$ cat config.mk
export PLATFORM = sky130hd
export DESIGN_NAME = wishbone_initiator
export DESIGN_NICKNAME = d
export VERILOG_FILES = /design/src/rtl/wb_pkg.sv /design/src/rtl/wb_timeout_ctr.sv /design/src/rtl/wishbone_initiator.sv
export SDC_FILE = /design/constraint.sdc
export NUM_CORES = 1
export LEC_CHECK = 0
export ABC_AREA = 1
export CAP_MARGIN = 20
export CORE_UTILIZATION = 45
export DETAILED_ROUTE_END_ITERATION = 10
export PLACE_DENSITY = 0.9
export SLEW_MARGIN = 25
export SYNTH_ARGS = -nofsm -noshare
export SYNTH_HDL_FRONTEND = slang
export SYNTH_SLANG_ARGS = --single-unit
$ cat constraint.sdc
create_clock -name wb_clk_i -period 6.2 [get_ports wb_clk_i]
set_input_delay 1.55 -clock wb_clk_i [delete_from_list [all_inputs] [get_ports wb_clk_i]]
set_output_delay 1.55 -clock wb_clk_i [all_outputs]
set_load 0.05 [all_outputs]
$ cat src/rtl/wb_pkg.sv
// Shared Wishbone types and widths for the single-transfer initiator.
package wb_pkg;
  localparam int WB_ADR_W = 32;
  localparam int WB_DAT_W = 32;
  localparam int WB_SEL_W = 4;
  localparam logic [WB_DAT_W-1:0] WB_ERR_DATA = 32'hDEAD_BEEF;

  typedef enum logic [1:0] {IDLE, BUS, RESP} wb_state_e;

  typedef struct packed {
    logic                we;
    logic [WB_ADR_W-1:0] adr;
    logic [WB_DAT_W-1:0] dat;
    logic [WB_SEL_W-1:0] sel;
  } wb_cmd_t;
endpackage

$ cat src/rtl/wb_timeout_ctr.sv
// Ack timeout counter: cleared on launch, counts bus cycles, flags the last allowed one.
module wb_timeout_ctr #(
  parameter int TIMEOUT_CYCLES = 256
) (
  input  logic wb_clk_i,
  input  logic wb_rst_i,
  input  logic clr,
  input  logic en,
  output logic expired
);
  localparam int CW = $clog2(TIMEOUT_CYCLES);

  logic [CW-1:0] cnt;

  always_ff @(posedge wb_clk_i or posedge wb_rst_i) begin
    if (wb_rst_i)  cnt <= '0;
    else if (clr)  cnt <= '0;
    else if (en)   cnt <= cnt + CW'(1);
  end

  assign expired = (cnt == CW'(TIMEOUT_CYCLES - 1));
endmodule

$ cat src/rtl/wishbone_initiator.sv
// Wishbone classic single-transfer master with valid/ready command and response ports.
module wishbone_initiator
  import wb_pkg::*;
#(
  parameter int                    TIMEOUT_CYCLES = 256,
  parameter logic [WB_DAT_W-1:0]   ERR_DATA       = WB_ERR_DATA
) (
  input  logic                wb_clk_i,
  input  logic                wb_rst_i,
  input  logic                cmd_valid,
  output logic                cmd_ready,
  input  logic                cmd_we,
  input  logic [WB_ADR_W-1:0] cmd_adr,
  input  logic [WB_DAT_W-1:0] cmd_dat,
  input  logic [WB_SEL_W-1:0] cmd_sel,
  output logic                rsp_valid,
  input  logic                rsp_ready,
  output logic [WB_DAT_W-1:0] rsp_dat,
  output logic                rsp_err,
  output logic                wbm_cyc_o,
  output logic                wbm_stb_o,
  output logic                wbm_we_o,
  output logic [WB_SEL_W-1:0] wbm_sel_o,
  output logic [WB_ADR_W-1:0] wbm_adr_o,
  output logic [WB_DAT_W-1:0] wbm_dat_o,
  input  logic                wbm_ack_i,
  input  logic [WB_DAT_W-1:0] wbm_dat_i
);
  wb_state_e state_q, state_d;
  wb_cmd_t   bus_q;
  logic      launch, ack_done, to_done, rsp_pop, expired;

  wb_timeout_ctr #(.TIMEOUT_CYCLES(TIMEOUT_CYCLES)) u_ctr (
    .wb_clk_i (wb_clk_i),
    .wb_rst_i (wb_rst_i),
    .clr      (launch),
    .en       (state_q == BUS),
    .expired  (expired)
  );

  assign cmd_ready = (state_q == IDLE);

  always_ff @(posedge wb_clk_i or posedge wb_rst_i) begin
    if (wb_rst_i) state_q <= IDLE;
    else          state_q <= state_d;
  end

  // ack is only looked at in BUS, so a lingering registered ack is harmless
  always_comb begin
    state_d  = state_q;
    launch   = 1'b0;
    ack_done = 1'b0;
    to_done  = 1'b0;
    rsp_pop  = 1'b0;
    case (state_q)
      IDLE: if (cmd_valid) begin
        launch  = 1'b1;
        state_d = BUS;
      end
      BUS: if (wbm_ack_i) begin
        ack_done = 1'b1;
        state_d  = RESP;
      end else if (expired) begin
        to_done = 1'b1;
        state_d = RESP;
      end
      RESP: if (rsp_ready) begin
        rsp_pop = 1'b1;
        state_d = IDLE;
      end
      default: state_d = IDLE;
    endcase
  end

  always_ff @(posedge wb_clk_i or posedge wb_rst_i) begin
    if (wb_rst_i) begin
      bus_q     <= '0;
      wbm_cyc_o <= 1'b0;
      wbm_stb_o <= 1'b0;
      rsp_valid <= 1'b0;
      rsp_dat   <= '0;
      rsp_err   <= 1'b0;
    end else begin
      if (launch) begin
        bus_q     <= '{we: cmd_we, adr: cmd_adr, dat: cmd_dat, sel: cmd_sel};
        wbm_cyc_o <= 1'b1;
        wbm_stb_o <= 1'b1;
      end
      // we/adr/sel/dat intentionally keep their last values after the cycle ends
      if (ack_done || to_done) begin
        wbm_cyc_o <= 1'b0;
        wbm_stb_o <= 1'b0;
        rsp_valid <= 1'b1;
        rsp_err   <= to_done;
        rsp_dat   <= bus_q.we ? '0 : (ack_done ? wbm_dat_i : ERR_DATA);
      end
      if (rsp_pop) rsp_valid <= 1'b0;
    end
  end

  assign wbm_we_o  = bus_q.we;
  assign wbm_adr_o = bus_q.adr;
  assign wbm_dat_o = bus_q.dat;
  assign wbm_sel_o = bus_q.sel;
endmodule

; Yosys cells after proc, flatten, opt, wreduce, memory -nomap -nowiden
; Cells that the tools add are included.
[classes]
reduce_logical = 6
n_eq_ne = 6
n_mux = 22
add_sub_neg = 1
[ops]
columns = op, n
row1 = 2-to-1 mux 32 bit, 2
row2 = 2-to-1 mux 8 bit, 2
row3 = 2-to-1 mux 1 bit, 13
row4 = adder 8 x 1 -> 8 bit (second input constant), 1
row5 = == test 8 bit (second input constant), 1
row6 = 2-to-1 mux 2 bit, 4
row7 = one-hot mux 2 bit (3 select lines), 1
row8 = nonzero test 2 bit, 3
row9 = != test 2 bit (second input constant), 2
row10 = != test 3 bit (second input constant), 1
row11 = AND reduction 3 bit, 1
row12 = == test 2 x 1 -> 1 bit (second input constant), 1
row13 = == test 2 bit (second input constant), 1
row14 = logical NOT 2 bit, 1
row15 = logical OR 1 bit, 1
[totals]
elab_cells = 45
reg_bits = 114
input_bits = 106
out_inout_bits = 106

; Longest topological paths before layout
[logic_depth]
ltp_word = 7
mapped_depth = 9
ltp_nobuf = 8

; Hierarchy
; A second synthesis with hierarchy kept.
[hier_totals]
hier_cells = 554
area_unflattened_um2 = 4685.7
[modules_own_cells]
columns = module, seq_area_each_um2, n_inst, area_each_um2, cells_per_inst
row1 = wishbone_initiator, 2652.5, 1, 4255.3, 502
row2 = wb_timeout_ctr, 200.2, 1, 430.4, 52

; Worst setup path before layout
; Ideal clock, no wire load.
[synth_path]
path_kind = register -> output
startpoint = register state_q[1]
endpoint = output cmd_ready
required_time_ps = 4650
stages_incl_launch_ff = 3
path_slack_ps = 3310
path_buffers = 1
arrival_time_ps = 1340
path_cell_list = dfrtp_1 -> nor2_2 -> clkbuf_1
[synth_between]
elab_chain_cells = 1
[synth_lines]
columns = item, line_no
row1 = from (decl), wishbone_initiator.sv:29  ; wb_state_e state_q, state_d;
row2 = from (signal assigned), wishbone_initiator.sv:45  ; else state_q <= state_d;
row3 = logical NOT 2 bit, wishbone_initiator.sv:41  ; assign cmd_ready = (state_q == IDLE);
row4 = to (decl), wishbone_initiator.sv:11  ; output logic cmd_ready,
; No other way between the ends.

; Worst setup path in the final report
; Ends and elaborated chain as after synthesis.

==> impl_metrics.py <==
metrics = {
    "job": {
        "maxCapViolCount": 0,
    },
    "worst_setup_path": {
        "crit_arrival_ps": 2670,
        "r2r-start": "state_q[1]",
        "r2r_end": "u_ctr.cnt[6]",
        "reg2reg_slack_ps": 3910,
        "critPathCaptureType": "primary output",
        "crit_start": "state_q[1]",
        "setup.worst_path.end": "cmd_ready",
        "crit_type": "reg -> out",
        "crit_required_ps": 4650,
        "rr_worst_depth": 7,
        "startpoint_type": "flop",
        "worstPathMaxFanout": 72,
    },
    "cts": {
        "clk_path_buf_depth": 2,
        "cts_tree": "done",
        "cts_resized": 0,
        "cts_hold_buf": 0,
        "cts_max_level": 4,
        "clk-insertion-delay-late_ps": 500,
        "cts_buffers": 17,
        "clk_pin_slew_ps": 60,
        "cts_root_buf": "clkbuf_8",
        "cts_setup_buffers": 0,
        "clock_sinks": 114,
    },
    "drt": {
        "drtAntennaViolNets": 0,
        "via_per_inst": 5.062,
        "vias": 4687,
        "drtPass1Iterations": 5,
        "wl_per_cell_microns": 14.91,
        "drc": 0,
        "drt_iter0_markers": 353,
        "wirelength_microns": 13810,
    },
    "placement": {
        "gp_congestion": 0.8212,
        "io_buffers": 211,
        "post-dp-hpwl_microns": 8957,
        "dp_slack_ps": 2545,
    },
    "synth": {
        "yosysMostFrequentCell": "nand2_1",
        "synthSimpleGateAreaFrac_pct": 34.62,
        "ys_async_sr_fraction_pct": 100.0,
        "ys_top_cells_by_count": "nand2_1 (258), dfrtp_1 (114), nand3_1 (78), nor2_1 (58), clkbuf_1 (18)",
        "syn_nets": 685,
        "ys_ff_latch": 114,
        "synthDistinctLibCells": 21,
        "synth_compound_area_share_pct": 1.273,
        "synth_area_leaders": "dfrtp_1 (59%), nand2_1 (20%), nand3_1 (8.1%)",
        "synthAdderAreaFrac_pct": 0.2599,
        "avgSynthCellArea_sq_um": 8.330,
        "synth-xor-area-share_pct": 0,
        "ys_seq_area_share_pct": 59.25,
        "synth_top_family_by_area": "simple AND/OR/NAND/NOR gates",
        "syn_area_sq_um": 4815,
        "synth_top_cell_area_share_pct": 59.25,
        "synth-edff-count": 0,
        "synth_flop_cell": "dfrtp_1",
        "synth_area_leader_cell": "dfrtp_1",
        "yosysWarnings": 0,
        "synthMuxAreaShare_pct": 0,
        "synthCells": 578,
    },
    "timing": {
        "period_share_pct": 68.14,
        "fmax_mhz": 236.7,
        "rsz0062_at_grt": "no",
        "worstMarginPinSlew_ps": 828.0,
        "slew_violations": 0,
        "period_minus_slack_ps": 4225,
        "fin_skew_ps": 7.868,
        "finalHoldViolCount": 0,
        "whs_ps": 471.0,
        "tns_ps": 0,
        "setup_slack_ps": 1975,
        "slew_headroom_pct": 44.80,
        "setup_viol": 0,
    },
    "cells_and_area": {
        "syn_to_final_growth_pct": 57.25,
        "nFillCells": 695,
        "drive_gt1_share_pct": 5.823,
        "nNetsFinal": 885,
        "antenna_cells": 0,
    },
    "global_route": {
        "grt_max_degree": 73,
        "antenna_found_initial": 0,
        "first_global_vias": 4614,
        "grt_overflow": 0,
        "grt_util_all_layers_pct": 26.01,
        "grt_pass1_wl_microns": 22540,
    },
    "power": {
        "vdd_drop_max_mv": 0.5160,
        "power_leakage_nw": 3.700,
        "netSwitchingPower_w": 0.002322,
        "p_comb_share_pct": 52.6,
        "powerDensity_nw_per_um2": 639.7,
        "swShare_pct": 47.93,
        "p_clk_share_pct": 20.5,
        "seq_power_share_pct": 26.9,
        "p_int_w": 0.002522,
    },
    "die": {
        "io_pins": 212,
        "die_h_microns": 105.4,
        "die-area_sq_um": 11120,
        "initial_core_util_pct": 46.43,
        "fp.dieW_microns": 105.4,
        "core_area_sq_um": 10370,
        "rows": 37,
    },
    "run_status": {
        "status": "finished, final reports clean",
    },
    "min_path": {
        "hold_path.class": "reg -> reg",
    },
}
## sequential cells by signal (all words and copies together) (netlist names)
name / count
wbm_sel_o: 4
wbm_adr_o: 32
rsp_dat: 32
wbm_dat_o: 32
wbm_stb_o: 1
rsp_err: 1
wbm_we_o: 1
u_ctr.cnt: 8
state_q: 2
rsp_valid: 1
## critical path, cell delays in order, from the launching register on
cell and delay (ps):
dfrtp_1 490, nor2_4 130, buf_4 580, clkdlybuf4s50_1 940
## through the flow
stage          std cells  utilization (%)  instance area, sq um  power (W)
6_report             926            73.01                  7571   0.004843
5_1_grt              926            73.01                  7571   0.005081
4_1_cts              926            73.01                  7571   0.004872
3_5_place_dp         895            67.16                  6964   0.003834
3_3_place_gp         895            67.11                  6959   0.003769
2_1_floorplan        578                -                  4815   0.002970
## worst min path at each step
stage	from	endpoint	slack, ps	cells after the start
2_1_floorplan	u_ctr.cnt[0]	u_ctr.cnt[0]	510	1
3_3_place_gp	rsp_dat[30]	rsp_dat[30]	450	2
3_5_place_dp	wbm_dat_o[22]	wbm_dat_o[22]	460	2
4_1_cts	wbm_dat_o[22]	wbm_dat_o[22]	470	2
5_1_grt	rsp_dat[2]	rsp_dat[2]	490	2
6_report	wbm_dat_o[4]	wbm_dat_o[4]	470	2
## routing by layer
layer | part of all wire [%] | routed length, microns | track usage (%)
met5 | 0 | 0 | 0
met4 | 2.2 | 299 | 10.06
met3 | 8.7 | 1198 | 8.782
met2 | 50 | 6841 | 42.53
met1 | 40 | 5466 | 31.79
## power by group through the flow
stage	Sequential, W	Combinational (W)	Clock, W
floorplan	0.00232	0.000651	0
global placement	0.00128	0.00249	0
detailed placement	0.00129	0.00254	0
CTS	0.00130	0.00256	0.00101
global route	0.00134	0.00269	0.00105
finish	0.00130	0.00255	0.000993
## kinds of logic after synthesis
group / Yosys count
and+or+nand+nor: 404
DFF: 114
buffers and inverters: 48
AOI/OAI and AO/OA: 11
adders and majority gates: 1
## layout by cell type, fill, tap and decap left out, types with 2 or more instances in the layout
cell,instances
nand2_1,257
clkdlybuf4s50_1,210
dfrtp_1,114
nand3_1,78
nor2_1,58
clkbuf_16,16
inv_1,12
o21ai_0,7
bufinv_16,4
nand2_4,3
clkbuf_8,3
clkinv_2,3
clkinvlp_4,3
buf_4,3
inv_2,2
nor2_2,2
nand2_2,2
a21oi_1,2
clkbuf_1,2
## area by class of cell
class / instances / area (sq um) / area share (%)
repair buffers: 214 / 2130 / 28.13
inverters: 15 / 58.81 / 0.7767
well taps: 136 / 170.2 / 2.248
clock buffers: 21 / 449.2 / 5.933
multi-input cells: 416 / 1753 / 23.15
flip-flops and latches: 114 / 2853 / 37.68
clock inverters: 10 / 157.7 / 2.082
No activity file was read; power rests on OpenSTA's default activity.
